===== src/rtl/i2s_rx_lock_ctrl.sv =====
// i2s_rx_lock_ctrl: LRCK period lock/mute sequencer for an I2S receiver; error counter enabled by I2S_RX_LOCK_ERRCNT_EN
module i2s_rx_lock_ctrl #(
  parameter int LENGTH = 32,
  parameter int LOCK_FRAMES = 4,
  parameter int RST_CYCLES = 8,
  localparam int CW = $clog2(4*LENGTH)+1
) (
  input  logic          BCLK_I,
  input  logic          ARESETN_I,
  input  logic          LRCK_I,
  input  logic          MUTE_REQN_I,
  output logic          RX_RSTN_O,
  output logic          MUTEN_O,
  output logic          LOCK_O,
  output logic          ERR_O,
  output logic [CW-1:0] PERIOD_O,
  output logic [7:0]    ERR_CNT_O
);
  typedef enum logic [1:0] {S_RST, S_ACQ, S_LOCK} state_t;
  localparam logic [CW-1:0] FRAME = CW'(2*LENGTH);
  localparam logic [CW-1:0] LIMIT = CW'(4*LENGTH);
  state_t state;
  logic lrck_q1, lrck_q2, armed;
  logic [CW-1:0] cnt;
  logic [3:0] good;
  logic [7:0] hold;
  logic fall, timeout, good_frame, bad;
  assign fall = lrck_q2 & ~lrck_q1;
  assign timeout = ~fall & (cnt == LIMIT);
  assign good_frame = fall & armed & (cnt == FRAME);
  assign bad = (fall & armed & (cnt != FRAME)) | timeout;
  always_ff @(posedge BCLK_I or negedge ARESETN_I)
    if (!ARESETN_I) begin
      state <= S_RST;
      lrck_q1 <= 1'b0;
      lrck_q2 <= 1'b0;
      armed <= 1'b0;
      cnt <= '0;
      good <= '0;
      hold <= '0;
      RX_RSTN_O <= 1'b0;
      MUTEN_O <= 1'b0;
      LOCK_O <= 1'b0;
      ERR_O <= 1'b0;
      PERIOD_O <= '0;
    end else begin
      lrck_q1 <= LRCK_I;
      lrck_q2 <= lrck_q1;
      cnt <= (fall | timeout) ? CW'(1) : cnt + 1'b1;
      if (fall) PERIOD_O <= cnt;
      ERR_O <= bad;
      // the first fall after a timeout or reset hold only arms the measurement
      armed <= (state != S_RST) & (fall | (armed & ~timeout));
      case (state)
        S_RST: begin
          good <= '0;
          if (hold == 8'(RST_CYCLES-1)) begin
            hold <= '0;
            state <= S_ACQ;
            RX_RSTN_O <= 1'b1;
          end else hold <= hold + 1'b1;
        end
        S_ACQ:
          if (bad) good <= '0;
          else if (good_frame) begin
            good <= good + 1'b1;
            if (good == 4'(LOCK_FRAMES-1)) begin
              state <= S_LOCK;
              LOCK_O <= 1'b1;
              MUTEN_O <= MUTE_REQN_I;
            end
          end
        S_LOCK:
          if (bad) begin
            state <= S_RST;
            RX_RSTN_O <= 1'b0;
            MUTEN_O <= 1'b0;
            LOCK_O <= 1'b0;
            good <= '0;
            hold <= '0;
          end else if (fall) MUTEN_O <= MUTE_REQN_I;
        default: state <= S_RST;
      endcase
    end
`ifdef I2S_RX_LOCK_ERRCNT_EN
  always_ff @(posedge BCLK_I or negedge ARESETN_I)
    if (!ARESETN_I) ERR_CNT_O <= '0;
    else if (ERR_O && ERR_CNT_O != 8'hFF) ERR_CNT_O <= ERR_CNT_O + 1'b1;
`else
  assign ERR_CNT_O = 8'h00;
`endif
endmodule


===== config.mk =====
export PLATFORM = sky130hd
export DESIGN_NAME = i2s_rx_lock_ctrl
export DESIGN_NICKNAME = d
export VERILOG_FILES = /design/src/rtl/i2s_rx_lock_ctrl.sv
export SDC_FILE = /design/constraint.sdc
export NUM_CORES = 1
export LEC_CHECK = 0
export ABC_AREA = 1
export CAP_MARGIN = 20
export CORE_ASPECT_RATIO = 0.5
export CORE_MARGIN = 1.5
export CORE_UTILIZATION = 42
export DETAILED_ROUTE_END_ITERATION = 8
export PLACE_DENSITY = 0.63
export SYNTH_ARGS = -nofsm -noshare
export SYNTH_HDL_FRONTEND = slang
export SYNTH_SLANG_ARGS = --single-unit

===== constraint.sdc =====
create_clock -name BCLK_I -period 2.1 [get_ports BCLK_I]
set_input_delay 0.315 -clock BCLK_I [delete_from_list [all_inputs] [get_ports BCLK_I]]
set_output_delay 0.315 -clock BCLK_I [all_outputs]
set_load 0.01 [all_outputs]

After elaboration in Yosys (flattened, before gate mapping)
Index checks and enable logic that the tools add are counted.

operators by class
  bitwise logic cells = 13
  $add $sub $neg = 3
  divide/modulo/power cells = 0
  equal/unequal tests = 14
  muxes and demuxes = 27
  shifts and indexed selects = 0
  reductions and logical operators = 11
  multipliers = 0
  $lt $le $gt $ge = 0

operators by type and width
  operator             number
  $mux 8               3
  $add 8x1->8 const B  2
  $pmux 8 s2           1
  $reduce_and 5->1     3
  $mux 4               3
  $pmux 4 s3           1
  $mux 1               10
  $mux 2               5
  $ne 2x2->1 const B   5
  $eq 8x3->1 const B   1
  $eq 8x7->1 const B   1
  $eq 8x8->1 const B   1
  $ne 8x7->1 const B   1
  $and 1x1->1          7
  $ne 3x3->1 const B   2
  $pmux 1 s2           3
  $pmux 2 s3           1
  $reduce_and 3->1     2
  $reduce_bool 2->1    3
  $add 4x1->4 const B  1
  $eq 4x2->1 const B   1
  $not 1->1            3
  $or 1x1->1           3
  $reduce_bool 3->1    1
  4 further kinds      4

storage, ports and cells
  word-level logic and storage cells = 80
  bits in registers = 37
  output and inout port bits = 20
  RAM bits = 0
  bits in latches = 0
  memories kept = 0
  memory bits (read-only) = 0

Logic depth before layout (Yosys ltp)
  depth after elaboration = 8
  depth in mapped cells = 11

Least setup slack after synthesis
Ideal clock, no wire load.

  path kind = register -> register
  start = register cnt[0]
  end = register hold[3]
  stages on the path, launching flop included = 11
  arrival time = 1.284 ns
  library setup time = 0.118 ns
  path buffers = 1
  slack = 0.699 ns
  path through = dfrtp_1 inv_1 ha_1 nand2_2 nor2_4 nand3_4 nand2_4 nand2_4 buf_8 nand3_1 nand2_1

between the ends
  cells in the longest elaborated chain, start to end = 5
  elaborated cells between the ends (all ways) = 7

ends and longest elaborated chain
  item                                             RTL line  text
  start: declaration                               24        logic [CW-1:0] cnt;
  start signal: assignment                         49        cnt <= (fall | timeout) ? CW'(1) : cnt + 1'b1;
  $ne 8x7->1 / $eq 8x8->1 (equally long branches)  31, 29
  $and 1x1->1 (on tied branches)                   31, 29
  $or 1x1->1 (*)                                   31        assign bad = (fall & armed & (cnt != FRAME)) | timeout;
  named net bad                                    27        logic fall, timeout, good_frame, bad;
  $ne 2x2->1 (no source line) (*)                  -
  $reduce_and 2->1 (no source line) (*)            -
  end signal: assignment                           61        end else hold <= hold + 1'b1;
  end: declaration                                 26        logic [7:0] hold;

The timed path passes the listed nets; every way through them passes the cells marked *.
A chain may end at the register's enable or synchronous reset.

Worst setup path after layout
  start = register cnt[0]
  end = register good[2]

between the ends
  cells in the longest elaborated chain, start to end = 5
  elaborated cells between the ends (all ways) = 12

ends and longest elaborated chain
  item                                                                    RTL line  text
  $ne 8x7->1 / $eq 8x8->1 (equally long branches)                         31, 29
  $and 1x1->1 (on tied branches)                                          31, 29
  $or 1x1->1                                                              31
  $ne 3x3->1 (no source line), or another cell as far along               -
  $reduce_and 3->1 (no source line) / $pmux 4 s3 (equally long branches)  -
  end signal: assignment                                                  66        good <= good + 1'b1;
  end: declaration                                                        25        logic [3:0] good;

Several ways; a longest one is shown, not always the timed one.

==> reports/qor.csv <==
metric;value;unit
most-common-layout-cells;nand2_1 (55), dfrtp_1 (37), nand3_1 (24), inv_1 (19), nor2_1 (19);
timing.critical_path.from_type;register;
core.rowCount;17;
reg2reg_slack;580;ps
peakVddDrop;0.000348;V
seq_area;926;sq um
number_of_remaining_drc_errors;0;
largest_net_degree_at_the_start_of_global_routing;38;
track_usage;16.0;%
ctsResizeCount;0;
clock.fmax;0.658;GHz
power_leakage;0.00104;uW
first_global_vias;1390;
area.growth.synth_to_final;14.8;%
met2_usage_in_global_routing;26.1;%
drt_first_iter_violations;42;
post_synth_inst_count;223;
cts.hold.buffers_added;0;
yosys.area_share.simple;31.1;%
first_pass_iters;5;
headroom_to_the_max_slew_limit;45.4;%
synth.area.mux_share;0;%
route.detailed.wl_per_inst;11.0;um
layout_cells_sized_above_1;15.2;%
post_drt_via_cell_ratio;4.78;
status;complete, no violations;
ant_nets;0;
io_buffers;15;
dp_hpwl;2460;um
crit_fanout;5;
setup_viol;0;
post-route-worst-setup-slack;581;ps
syn-cell-area;1900;sq um
finalCritPeriodShare;72.3;%
worstMarginPinSlew;820;ps
grt_first_pass_wirelength;6010;um
layout_commonest_cell;nand2_1;
synth_compound_gate_area_share;6.53;%
remaining_global_route_overflow;0;
route.vias.total;1433;
final.setup_skew;9.14;ps
antenna_found_initial;0;
clock_tree.htree_level_count;2;
finish.net_count;250;
clk_transition_reported_paths;70;ps
tritoncts;done;
end_kind;register;
yosysWarningCount;0;
synth_top_family_by_area;simple AND/OR/NAND/NOR gates;
tritoncts.num_buffers;5;
timing.hold.worst.class;in -> async;
dp_slack;589;ps
fp.dieArea;4950;sq um
grt_busiest_layer;met2;
crit_arrival;1700;ps
finalHoldViolCount;0;
synth_area_per_cell;8.50;sq um
antenna_cells;0;
groute.layer.met3.usage;4.46;%
routed_wirelength;3310;um
yosysTopAreaCellShare;48.8;%
fillerInstances;413;
synthXorXnorAreaFrac;1.39;%
synthTopCellsByArea;dfrtp_1 (49%), nand2_1 (11%), nand3_1 (6.3%), inv_1 (3.8%), nor2_1 (3.8%);
critical_path_required;2280;ps
floorplan.io_pins;24;
final.min_clock_period;1520;ps
cts_buffer_depth;2;
starting_utilization_of_the_core_area;43.5;%
synth_largest_area_cell;dfrtp_1;
later_pin_clock_latency_in_the_skew_report;290;ps
fp.dieH;50.5;um
globalplace.congestion;0.851;
seq_cells_post_synth;37;
die_w;98.0;um
cellPowerDensity;852;nW/um^2
timing.final.max_slew_violations;0;
layoutNonFillerInstCount;300;
multi_input_logic_area;820;sq um
place.detailed.instances;292;
max-cap-violations;0;
worstSetupPathType;reg -> reg;
rsz0062_at_grt;no;
clock_tree.root_cell;clkbuf_8;
totalNegativeSetupSlack;0;ps
synth_fa_ha_area_share;2.64;%
seq_area_frac_synth;48.8;%
cts.repair_timing.setup_buffer_count;0;
core_area;4360;sq um
grt_use_met1;19.1;%
synth_cell_type_count;28;
final_core_utilization;49.9;%
cts.sink_count;37;
==> cells in the mapped netlist <==
master	number
nor3_1	1
o21ai_0	13
nand4_1	1
inv_1	19
nand2_1	55
ha_1	4
a21oi_2	1
xor2_1	1
nand2_4	2
clkbuf_1	1
nand3_2	5
a21oi_1	4
inv_2	7
nand2_2	5
nand3_4	1
dfrtp_1	37
o211ai_1	1
nor2_2	3
nor4_1	1
nand3_1	24
buf_4	8
o21ai_1	1
conb_1	1
nor2_4	3
o21ai_2	2
nor2_1	19
xnor2_1	2
buf_8	1
==> critical path, stage by stage, from the launching register on <==
cell and delay, ps:
dfrtp_1 410, inv_1 90, ha_1 160, nand2_2 70
nor2_4 130, nand3_4 130, nand3_1 130, nand3_1 160
nand2_1 90, nand2_1 50
==> registers in the layout (all words and copies together), names as in the netlist <==
register and cells:
PERIOD_O 8, cnt 8, hold 8, good 4, state 2, ERR_O 1
LOCK_O 1, MUTEN_O 1, RX_RSTN_O 1, armed 1, lrck_q1 1, lrck_q2 1
==> power breakdown <==
part / internal (uW) / switching [uW]
logic: 145 / 182
clock network: 387 / 255
registers: 805 / 79.4
==> stage by stage <==
step / cell area (sq um) / total power, uW / hold slack [ps]
5_1_grt: 2180 / 1970 / 183
2_1_floorplan: 1920 / 1110 / 19.4
6_report: 2180 / 1850 / 111
3_3_place_gp: 2060 / 1220 / 419
4_1_cts: 2180 / 1880 / 143
3_5_place_dp: 2060 / 1230 / 424
==> area by class of cell <==
cell class | instances | area share (%)
Sequential cell | 37 | 42.6
Clock inverter | 1 | 1.38
Timing Repair Buffer | 15 | 6.67
Inverter | 26 | 4.49
Multi-Input combinational cell | 157 | 37.7
Clock buffer | 7 | 3.97
Tap cell | 57 | 3.28
==> cells by family after synthesis <==
logic type / after synthesis
xor gates and xnor gates: 3
adders and majority gates: 4
other: 1
buffers and inverters: 36
and+or+nand+nor: 120
AOI/OAI and AO/OA: 22
DFF: 37
==> final timing paths <==
check | startpoint | cells after the start | endpoint
worst max-delay path | cnt[0] | 9 | good[2]
worst min-delay path | ARESETN_I | 1 | hold[3]
worst max register to register | cnt[0] | 9 | good[2]
worst min register to register | lrck_q1 | 0 | lrck_q2
max in group asynchronous | ARESETN_I | 1 | good[1]
min in group BCLK_I | lrck_q1 | 0 | lrck_q2
==> per-layer routing <==
metal	vias to the layer above	share of wire [%]
met5	-	0
met3	7	3.1
met4	0	2.6
met1	677	48
li1	729	-
met2	20	47
No activity file was read; power rests on OpenSTA's default activity.
